`src/rtl/shifter_stream_pkg.sv`:
```
// Shared definitions for the shifter family: FSM encoding and compile-time sizing helpers.
package shifter_pkg;

  typedef enum logic {
    IDLE  = 1'b0,
    SHIFT = 1'b1
  } state_t;

  function automatic int unsigned clog2(input int unsigned v);
    int unsigned r;
    r = 0;
    for (int unsigned p = 1; p < v; p = p << 1) r++;
    return r;
  endfunction

  function automatic int unsigned num_chunks(input int unsigned in_width,
                                             input int unsigned out_width,
                                             input int unsigned pad);
    return in_width / out_width + (((pad != 0) && (in_width % out_width != 0)) ? 1 : 0);
  endfunction

endpackage

```
`src/rtl/shifter_stream_if.sv`:
```
// Producer/consumer bundle for shifter_stream: input handshake, vector, chunk output and status.
interface shifter_stream_if #(
  parameter int unsigned IN_WIDTH  = 128,
  parameter int unsigned OUT_WIDTH = 7
);
  logic                 in_valid;
  logic                 in_ready;
  logic [IN_WIDTH-1:0]  long_vector_in;
  logic                 fifo_full;
  logic [OUT_WIDTH-1:0] short_vector_out;
  logic                 short_vector_out_valid;
  logic                 short_vector_out_last;
  logic                 done;
  logic                 busy;

  modport master (
    output in_valid, long_vector_in, fifo_full,
    input  in_ready, short_vector_out, short_vector_out_valid,
           short_vector_out_last, done, busy
  );

  modport slave (
    input  in_valid, long_vector_in, fifo_full,
    output in_ready, short_vector_out, short_vector_out_valid,
           short_vector_out_last, done, busy
  );
endinterface

```
`src/rtl/shifter_stream_slice.sv`:
```
// Shift register that presents the next chunk; zero fill makes the pad chunk fall out naturally.
module shifter_stream_slice #(
  parameter int unsigned IN_WIDTH  = 128,
  parameter int unsigned OUT_WIDTH = 7,
  parameter bit          MSB_FIRST = 1'b1
) (
  input  logic                 clock,
  input  logic                 reset,
  input  logic                 load,
  input  logic [IN_WIDTH-1:0]  load_data,
  input  logic                 advance,
  output logic [OUT_WIDTH-1:0] chunk
);

  logic [IN_WIDTH-1:0] shift_reg;

  // load wins over advance: on a back-to-back reload the old vector is finished
  always_ff @(posedge clock or negedge reset) begin
    if (!reset) begin
      shift_reg <= '0;
    end else if (load) begin
      shift_reg <= load_data;
    end else if (advance) begin
      shift_reg <= MSB_FIRST ? (shift_reg << OUT_WIDTH) : (shift_reg >> OUT_WIDTH);
    end
  end

  generate
    if (MSB_FIRST) begin : g_msb
      assign chunk = shift_reg[IN_WIDTH-1 -: OUT_WIDTH];
    end else begin : g_lsb
      assign chunk = shift_reg[OUT_WIDTH-1:0];
    end
  endgenerate

endmodule

```
`src/rtl/shifter_stream.sv`:
```
// Streams IN_WIDTH-bit vectors out as OUT_WIDTH-bit chunks with a one-deep pending buffer.
module shifter_stream
  import shifter_pkg::*;
#(
  parameter int unsigned IN_WIDTH      = 128,
  parameter int unsigned OUT_WIDTH     = 7,
  parameter bit          MSB_FIRST     = 1'b1,
  parameter bit          PAD_REMAINDER = 1'b0
) (
  input  logic            clock,
  input  logic            reset,
  shifter_stream_if.slave bus
);

  localparam int unsigned NCH = num_chunks(IN_WIDTH, OUT_WIDTH, PAD_REMAINDER);
  localparam int unsigned CW  = clog2(NCH + 1);
  localparam logic [CW-1:0] LAST_IDX = CW'(NCH - 1);

  state_t                 state;
  logic [CW-1:0]          count;
  logic                   pend_valid;
  logic [IN_WIDTH-1:0]    pend_buf;
  logic [OUT_WIDTH-1:0]   chunk;
  logic                   accept;
  logic                   issue;
  logic                   final_chunk;
  logic                   load;
  logic [IN_WIDTH-1:0]    load_data;

  assign bus.in_ready = !pend_valid;
  assign bus.busy     = (state == SHIFT) || pend_valid;

  assign accept      = bus.in_valid && !pend_valid;
  assign issue       = (state == SHIFT) && !bus.fifo_full;
  assign final_chunk = issue && (count == LAST_IDX);
  assign load        = ((state == IDLE) && accept) || (final_chunk && (pend_valid || accept));
  assign load_data   = pend_valid ? pend_buf : bus.long_vector_in;

  shifter_stream_slice #(
    .IN_WIDTH (IN_WIDTH),
    .OUT_WIDTH(OUT_WIDTH),
    .MSB_FIRST(MSB_FIRST)
  ) u_slice (
    .clock    (clock),
    .reset    (reset),
    .load     (load),
    .load_data(load_data),
    .advance  (issue),
    .chunk    (chunk)
  );

  always_ff @(posedge clock or negedge reset) begin
    if (!reset) begin
      state                      <= IDLE;
      count                      <= '0;
      pend_valid                 <= 1'b0;
      pend_buf                   <= '0;
      bus.short_vector_out       <= '0;
      bus.short_vector_out_valid <= 1'b0;
      bus.short_vector_out_last  <= 1'b0;
      bus.done                   <= 1'b0;
    end else begin
      bus.short_vector_out_valid <= issue;
      bus.short_vector_out_last  <= final_chunk;
      bus.done                   <= final_chunk;
      if (issue) bus.short_vector_out <= chunk;

      case (state)
        IDLE: begin
          if (accept) begin
            state <= SHIFT;
            count <= '0;
          end
        end
        SHIFT: begin
          if (final_chunk) begin
            count <= '0;
            // pending vector first; otherwise a same-edge accept is loaded directly
            if (pend_valid)   pend_valid <= 1'b0;
            else if (!accept) state      <= IDLE;
          end else begin
            if (issue) count <= count + CW'(1);
            if (accept) begin
              pend_buf   <= bus.long_vector_in;
              pend_valid <= 1'b1;
            end
          end
        end
        default: state <= IDLE;
      endcase
    end
  end

endmodule

```
`src/flat_wrapper.sv`:
```
// flat-port wrapper written by rule: the top's interface ports become plain ports
module shifter_stream_flat import shifter_pkg::*;
#(
  parameter int unsigned IN_WIDTH      = 128,
  parameter int unsigned OUT_WIDTH     = 7,
  parameter bit          MSB_FIRST     = 1'b1,
  parameter bit          PAD_REMAINDER = 1'b0
)
  (clock, reset, bus_in_valid, bus_long_vector_in, bus_fifo_full, bus_in_ready, bus_short_vector_out, bus_short_vector_out_valid, bus_short_vector_out_last, bus_done, bus_busy);
  shifter_stream_if #(.IN_WIDTH(IN_WIDTH), .OUT_WIDTH(OUT_WIDTH)) bus_i ();
  input  logic clock;
  input  logic reset;
  input wire logic [$bits(bus_i.in_valid)-1:0] bus_in_valid;
  input wire logic [$bits(bus_i.long_vector_in)-1:0] bus_long_vector_in;
  input wire logic [$bits(bus_i.fifo_full)-1:0] bus_fifo_full;
  output wire logic [$bits(bus_i.in_ready)-1:0] bus_in_ready;
  output wire logic [$bits(bus_i.short_vector_out)-1:0] bus_short_vector_out;
  output wire logic [$bits(bus_i.short_vector_out_valid)-1:0] bus_short_vector_out_valid;
  output wire logic [$bits(bus_i.short_vector_out_last)-1:0] bus_short_vector_out_last;
  output wire logic [$bits(bus_i.done)-1:0] bus_done;
  output wire logic [$bits(bus_i.busy)-1:0] bus_busy;
  assign bus_i.in_valid = bus_in_valid;
  assign bus_i.long_vector_in = bus_long_vector_in;
  assign bus_i.fifo_full = bus_fifo_full;
  assign bus_in_ready = bus_i.in_ready;
  assign bus_short_vector_out = bus_i.short_vector_out;
  assign bus_short_vector_out_valid = bus_i.short_vector_out_valid;
  assign bus_short_vector_out_last = bus_i.short_vector_out_last;
  assign bus_done = bus_i.done;
  assign bus_busy = bus_i.busy;
  shifter_stream #(.IN_WIDTH(IN_WIDTH), .OUT_WIDTH(OUT_WIDTH), .MSB_FIRST(MSB_FIRST), .PAD_REMAINDER(PAD_REMAINDER)) u_core (.clock(clock), .reset(reset), .bus(bus_i));
endmodule
```
`config.mk`:
```
export PLATFORM = sky130hd
export DESIGN_NAME = shifter_stream_flat
export DESIGN_NICKNAME = d
export VERILOG_FILES = /design/src/rtl/shifter_stream_pkg.sv /design/src/rtl/shifter_stream_if.sv /design/src/rtl/shifter_stream_slice.sv /design/src/rtl/shifter_stream.sv /design/src/flat_wrapper.sv
export SDC_FILE = /design/constraint.sdc
export NUM_CORES = 1
export LEC_CHECK = 0
export CORE_ASPECT_RATIO = 0.75
export CORE_MARGIN = 4
export CORE_UTILIZATION = 47
export CTS_CLUSTER_SIZE = 25
export DETAILED_ROUTE_END_ITERATION = 10
export HOLD_SLACK_MARGIN = 0.03
export PLACE_DENSITY = 0.71
export SETUP_SLACK_MARGIN = 0.15
export SYNTH_ARGS = -nofsm -noshare
export SYNTH_HDL_FRONTEND = slang
export SYNTH_SLANG_ARGS = --single-unit
```
`constraint.sdc`:
```
create_clock -name clock -period 4.85 [get_ports clock]
set_input_delay 0.97 -clock clock [delete_from_list [all_inputs] [get_ports clock]]
set_output_delay 0.97 -clock clock [all_outputs]
set_load 0.01 [all_outputs]
```
=== After elaboration in Yosys (flattened, before gate mapping) ===
Cells that the tools add are included.

* Register bits: 272
* Latch bits: 0
* RAM bits: 0
* Memory bits (read-only): 0
* Output and inout port bits: 12
* Word-level logic and storage cells: 42
* Memories: 0

* Add/sub/neg operators: 1
* $mul: 0
* Div/mod/pow operators: 0
* Order comparisons: 0
* Equality and inequality tests: 3
* Shift-type cells: 0
* Multiplexer cells: 13
* Bitwise operators: 2
* Reduce and logical (&&, ||, !) cells: 15

{| class="wikitable"
|+ Operator list
! kind !! count
|-
| $mux 128 || 3
|-
| $mux 5 || 3
|-
| $pmux 5 s2 || 1
|-
| $add 5x1->5 const B || 1
|-
| $eq 5x5->1 const B || 1
|-
| $logic_and 1x1->1 || 5
|-
| $mux 1 || 5
|-
| $reduce_and 2->1 || 2
|-
| $reduce_bool 2->1 || 2
|-
| $logic_or 1x1->1 || 3
|-
| $ne 3x3->1 const B || 1
|-
| $reduce_and 3->1 || 1
|-
| $logic_not 1->1 || 2
|-
| $ne 2x1->1 const B || 1
|-
| $not 1->1 || 2
|-
| $pmux 1 s2 || 1
|}

=== Logic depth before layout (Yosys ltp) ===
Gate-level depths: netlist of the first run.

* Depth after elaboration: 6
* Gate-level depth with buffers: 8
* Depth with buffers taken out: 5

=== Cells and area by module ===
Synthesis of the first run repeated with hierarchy kept, for this count alone.

* Cells, all modules: 1055
* Area, all modules: 13168.9 sq um

{| class="wikitable"
|+ Modules (own cells, without submodules)
! module !! times used !! cells an instance !! area each (sq um)
|-
| shifter_stream || 1 || 494 || 7148.1
|-
| shifter_stream_slice || 1 || 561 || 6020.8
|}

=== Least setup slack after synthesis of the first run ===
Ideal clock, no wire load.

* Path kind: input-to-reg
* From: input port bus_fifo_full
* To: register u_core.pend_buf[100]
* Data arrival time: 2050 ps
* Data required time: 4725 ps
* Path slack: 2675 ps
* Cell stages on the path: 5
* Cell sequence: or2_4 o211a_4 buf_12 buf_12 mux2_4

* Word-level cells in the longest chain between the ends: 5

{| class="wikitable"
|+ RTL lines
! element !! RTL line !! source
|-
| start, declared || flat_wrapper.sv:15 || <nowiki>input wire logic [$bits(bus_i.fifo_full)-1:0] bus_fifo_full;</nowiki>
|-
| $logic_not 1->1 || shifter_stream.sv:34 || <nowiki>assign issue = (state == SHIFT) && !bus.fifo_full;</nowiki>
|-
| $logic_and 1x1->1 || shifter_stream.sv:34 ||
|-
| $logic_and 1x1->1 || shifter_stream.sv:35 || <nowiki>assign final_chunk = issue && (count == LAST_IDX);</nowiki>
|-
| $not 1->1 (no line) || -- ||
|-
| $reduce_and 3->1 (no line) || -- ||
|-
| end signal, assigned || shifter_stream.sv:84 || <nowiki>pend_buf <= bus.long_vector_in;</nowiki>
|-
| end, declared || shifter_stream.sv:22 || <nowiki>logic [IN_WIDTH-1:0] pend_buf;</nowiki>
|}

Every way passes these cells.
A chain may end at the register's enable or synchronous reset.

=== Final worst setup path of the first run ===
* From: register u_core.pend_valid
* To: output port bus_busy

* Word-level cells in the longest chain between the ends: 1

{| class="wikitable"
|+ RTL lines
! element !! RTL line !! source
|-
| start, declared || shifter_stream.sv:21 || <nowiki>logic pend_valid;</nowiki>
|-
| start signal, assigned || shifter_stream.sv:56 || <nowiki>pend_valid <= 1'b0;</nowiki>
|-
| start signal, assigned || shifter_stream.sv:79 || <nowiki>if (pend_valid) pend_valid <= 1'b0;</nowiki>
|-
| start signal, assigned || shifter_stream.sv:85 || <nowiki>pend_valid <= 1'b1;</nowiki>
|-
| $logic_or 1x1->1 || shifter_stream.sv:31 || <nowiki>assign bus.busy = (state == SHIFT) || pend_valid;</nowiki>
|-
| end, declared || flat_wrapper.sv:21 || <nowiki>output wire logic [$bits(bus_i.busy)-1:0] bus_busy;</nowiki>
|}

Every way passes these cells.

==> results.ini, run 1 <==
[global_routing]
first_global_vias=8030
grtUsageTotal_pct=17.14
antenna_found_initial=3
overflow=0
grt_start_max_net_pins=101
grt_pass1_wl_microns=44330

[timing]
tns_ns=0
hold_viol_final=0
rsz0062_at_grt=no
setup_viol=0
fin_crit_ns=2.935
max_freq_mhz=340.8
finalCritPeriodShare_pct=60.51
relSlewSlack_pct=30.32
tightest_slew_ns=1.045
skew_ns=0.01695
drv_slew=0

[logic_synthesis]
syn_nets=1033
ys_types=35
synth-edff-count=0
syn_avg_cell_area_sq_um=15.01
yosysMostFrequentCell=mux2i_1
yosys_register_bits=272
synth_top_area_cell=dfrtp_1
synth_common_cells=mux2i_1 (363), dfrtp_1 (272), mux2_4 (120), buf_2 (22), nand2_1 (21)
synthFlopType=dfrtp_1
netlist.area_leader.share_pct=50.45
postSynth.asyncResetShare_pct=100.0
ys_seq_area_share_pct=50.45
ys.warnings.count=0
syn_area_sq_um=13490
synth_area_leaders=dfrtp_1 (50%), mux2i_1 (27%), mux2_4 (13%)
synth_cells=899

[floorplanning]
top_level_ports=144
dieArea_sq_um=31510
start_util_pct=47.98
core_sq_um=28120
num_rows=53
die_h_microns=154.7
die_w_microns=203.6

[clock_tree]
clockRootBuffer=clkbuf_16
ctsHoldBuffers=0
cts.sinks=272
path_clk_slew_ns=0.07
clk_latency_ns=0.54
cts_max_level=1
cts_setup_buffers=0
cts_resized=0
cts_buffers=28
cts_buffer_depth=3
cts_tree=built

[critical_path]
cp-start-kind=flip-flop
critPathRequiredTime_ns=3.88
worstSetupStartpoint=u_core.pend_valid$_DFFE_PN0P_
r2r_cells=4
crit_arrival_ns=1.96
ff2ff_setup_slack_ns=2.32
timing.rr.start=u_core.pend_valid$_DFFE_PN0P_
crit_path_end_kind=output pin
crit_fanout=20
critPathKind=reg -> out
reg2reg_to=u_core.pend_buf[44]$_DFFE_PN0P_

[run]
max_cap_violations=0

[final_layout]
fill_cells=2310
antennaDiodeCount=0
multiInputGateArea_sq_um=6027
nets=1157
synthToLayoutAreaGrowth_pct=18.53
drive_gt1_share_pct=20.19
instances_no_fill=1430
ff_latch_area_sq_um=6810

[pwr]
p_leak_uw=0.007833
p_sw_share_pct=26.19
pwr-share-seq_pct=45.9
power.density_nw_per_um2=415.3
power_switching_uw=1739
combPwrFrac_pct=18.1
power.share.clock_pct=36.1
ir_drop_uv=203.2
intPower_uw=4902

[placed_design]
dp_cells=1378
port_buffers=143
place_congestion=0.7231
dp_hpwl_microns=17470

[status]
status=finished clean

[routing]
first_iter_violations=244
vias_per_cell=5.231
routed_wl_microns=27610
ant_nets=0
detailedRoute.firstPassIterationCount=4
avgRoutedWirePerCell_microns=19.31
drc=0
num_vias=7480

[min_path]
hp-class=in -> async

-- worst max-delay path by stage --
| stage | end | depth (start not counted) |
|---|---|---|
| after floorplan | u_core.pend_buf[100]$_DFFE_PN0P_ | 5 |
| after global placement | u_core.pend_buf[35]$_DFFE_PN0P_ | 5 |
| after detailed placement | u_core.pend_buf[44]$_DFFE_PN0P_ | 5 |
| after CTS | bus_busy | 2 |
| after global routing | bus_busy | 2 |
| final | bus_busy | 2 |
-- cell usage in the layout, fill, tap and decap left out, types with 3 or more instances in the layout --
master           synthesis  layout
dfrtp_1                272     271
buf_12                  11       6
bufinv_16                0       5
clkbuf_16                0      29
clkbuf_8                 0       6
mux2_4                 120     120
mux2i_1                363     363
clkinv_2                 0       3
clkdlybuf4s50_1          0     142
nand2_1                 21      21
mux2_2                  16      16
a22o_1                   8       8
clkinv_4                 0       3
clkinvlp_4               0       5
a21oi_1                  4       4
buf_4                   10       7
nand2b_1                 3       3
nand3_1                  4       4
-- per-layer routing --
metal / vias up / track usage [%] / routed length [microns]
met5: - / 0 / 54
met1: 3822 / 26.17 / 14060
met3: 38 / 3.312 / 1045
met4: 6 / 2.697 / 433
li1: 3492 / - / -
met2: 122 / 26.01 / 12020
-- worst max-delay path, stage by stage (launching register included) --
cell             delay [ns]
dfrtp_4                0.61
or2_2                  0.33
clkdlybuf4s50_1        0.49
-- area by class of cell --
cell class	count	area share, %
Timing Repair Buffer	156	10.06
Inverter	3	0.1017
Sequential cell	272	42.59
Clock inverter	17	1.487
Clock buffer	35	5.055
Tap cell	385	3.013
Multi-Input combinational cell	562	37.69
-- cell families after synthesis --
| family | after synthesis | synth area share (%) |
|---|---|---|
| and+or+nand+nor | 39 | 1.456 |
| muxes | 499 | 41.62 |
| buffers and inverters | 65 | 4.869 |
| DFF | 272 | 50.45 |
| AOI/OAI and AO/OA | 21 | 1.345 |
| adders and majority gates | 2 | 0.1855 |
| xor gates and xnor gates | 1 | 0.06493 |
-- power by group through the flow --
stage	clock, uW	combinational (uW)	sequential, uW
global placement	0	1170	3060
detailed placement	0	1210	3070
global route	2530	1320	3100
finish	2400	1200	3050
CTS	2450	1220	3050
floorplan	0	869	2960
-- per-stage QoR --
| step | worst slack, ns | hold WS, ns | total power [uW] | util (%) | cell area, sq um |
|---|---|---|---|---|---|
| floorplan | 2.675 | 0.4385 | 3827 | - | 13490 |
| CTS | 1.877 | 0.4787 | 6715 | 56.87 | 15990 |
| detailed placement | 1.404 | 0.4620 | 4287 | 53.15 | 14940 |
| global placement | 1.506 | 0.4565 | 4236 | 53.15 | 14940 |
| finish | 1.915 | 0.4706 | 6641 | 56.87 | 15990 |
| global route | 1.859 | 0.4993 | 6957 | 56.87 | 15990 |
No activity file was read; power rests on OpenSTA's default activity.
==> run 2: changes to the inputs <==
==> constraint.sdc (replaced) <==
create_clock -name clock -period 3 [get_ports clock]
set_input_delay 0.6 -clock clock [delete_from_list [all_inputs] [get_ports clock]]
set_output_delay 0.6 -clock clock [all_outputs]
set_load 0.01 [all_outputs]
==> run 2 against run 1 <==
Sequential power increased by 61%. Total power increased by 61%. Critical path type unchanged. Worst setup slack got worse by 1.6 ns. Combinational power increased by 63%. Count of clock-buffer cells in the layout increased by 4.
==> results.ini, run 2 (synthesis results as in run 1) <==
[status]
status=finished clean

[critical_path]
endpoint=bus_busy
cp-start-kind=flip-flop
timing.rr.start=u_core.pend_valid$_DFFE_PN0P_
r2r_cells=4
critPathRequiredTime_ns=2.40
crit_arrival_ns=2.06
critPathKind=reg -> out
ff2ff_setup_slack_ns=0.88
reg2reg_to=u_core.u_slice.shift_reg[18]$_DFFE_PN0P_
worstSetupStartpoint=u_core.pend_valid$_DFFE_PN0P_
crit_path_end_kind=output pin
crit_fanout=27

[placed_design]
dp_hpwl_microns=17950
place_congestion=0.7299
pre_cts_ws_ns=0.4552
port_buffers=143
place_area_sq_um=15040

[final_layout]
final_cell_mix=mux2i_1 (363), dfrtp_1 (271), clkdlybuf4s50_1 (142)
drive_gt1_share_pct=20.08
fill_cells=2361
antennaDiodeCount=0
nets=1161
mostFrequentLayoutCell=mux2i_1
fin_area_sq_um=16060
synthToLayoutAreaGrowth_pct=19.01

[floorplanning]
die_h_microns=154.7
core_sq_um=28120
start_util_pct=47.98
top_level_ports=144
num_rows=53
die_w_microns=203.6
dieArea_sq_um=31510

[timing]
tightest_slew_ns=0.7827
tns_ns=0
relSlewSlack_pct=47.82
hold_viol_final=0
rsz0062_at_grt=no
fin_ws_ns=0.3405
drv_slew=0
finalCritPeriodShare_pct=88.65
max_freq_mhz=376.0
skew_ns=0.006892
whs_ns=0.03876
fin_crit_ns=2.660
setup_viol=0

[global_routing]
grt_start_max_net_pins=70
first_global_vias=7984
grtUsageTotal_pct=17.14
antenna_found_initial=0
overflow=0
grt_pass1_wl_microns=44020

[routing]
drc=0
detailedRoute.firstPassIterationCount=4
first_iter_violations=336
routed_wl_microns=27490
avgRoutedWirePerCell_microns=19.21
vias_per_cell=5.214
ant_nets=0
num_vias=7461

[clock_tree]
cts_setup_buffers=0
cts_max_level=1
clk_latency_ns=0.53
path_clk_slew_ns=0.06
cts_resized=0
cts.sinks=272
ctsHoldBuffers=0
cts_tree=built
cts_buffers=28
cts_buffer_depth=3
clockRootBuffer=clkbuf_16

[pwr]
ir_drop_uv=408.4
power_uw=10660
p_leak_uw=0.007882
power.density_nw_per_um2=664.2

[min_path]
hp-class=in -> async

[run]
max_cap_violations=0

-- run 2: worst min path at each step --
stage	start	to	slack [ns]	depth (start not counted)
after global routing	reset	u_core.u_slice.shift_reg[118]$_DFFE_PN0P_	0.06	1
final	reset	u_core.u_slice.shift_reg[118]$_DFFE_PN0P_	0.04	1
after floorplan	reset	u_core.bus.short_vector_out[0]$_DFFE_PN0P_	0.30	0
after CTS	reset	u_core.u_slice.shift_reg[118]$_DFFE_PN0P_	0.03	1
after global placement	u_core.u_slice.shift_reg[127]$_DFFE_PN0P_	u_core.bus.short_vector_out[6]$_DFFE_PN0P_	0.45	2
after detailed placement	u_core.u_slice.shift_reg[127]$_DFFE_PN0P_	u_core.bus.short_vector_out[6]$_DFFE_PN0P_	0.45	2
-- run 2: critical path, stage by stage (launching register included) --
cell             delay, ns
dfrtp_4               0.68
or2_2                 0.36
clkdlybuf4s50_1       0.49
-- run 2: report_power, final --
part / internal, uW / leakage [uW] / total (uW) / switching, uW
logic: 1180 / 0.00380 / 1960 / 779
clock network: 2370 / 0.000507 / 3790 / 1420
registers: 4410 / 0.00357 / 4920 / 509
total: 7960 / 0.00788 / 10700 / 2710
-- run 2: metal layers --
layer	vias up	global-route usage, %	routed length (microns)
met1	3810	26.89	14260
met5	-	0	0
met4	0	2.793	334
met3	22	2.809	946
met2	116	25.52	11950
li1	3513	-	-
-- run 2: area by class of cell --
cell class / instances / area, sq um / area share (%)
clock buffers: 39 / 843.3 / 5.252
clock inverters: 10 / 175.2 / 1.091
inverters: 3 / 16.27 / 0.1013
multi-input cells: 562 / 6027 / 37.54
flip-flops and latches: 272 / 6810 / 42.42
well taps: 385 / 481.7 / 3.000
repair buffers: 160 / 1702 / 10.60
-- run 2: through the flow --
stage	utilization (%)	std cells
2_1_floorplan	-	899
3_3_place_gp	53.48	1382
3_5_place_dp	53.48	1382
4_1_cts	57.10	1431
5_1_grt	57.10	1431
6_report	57.10	1431
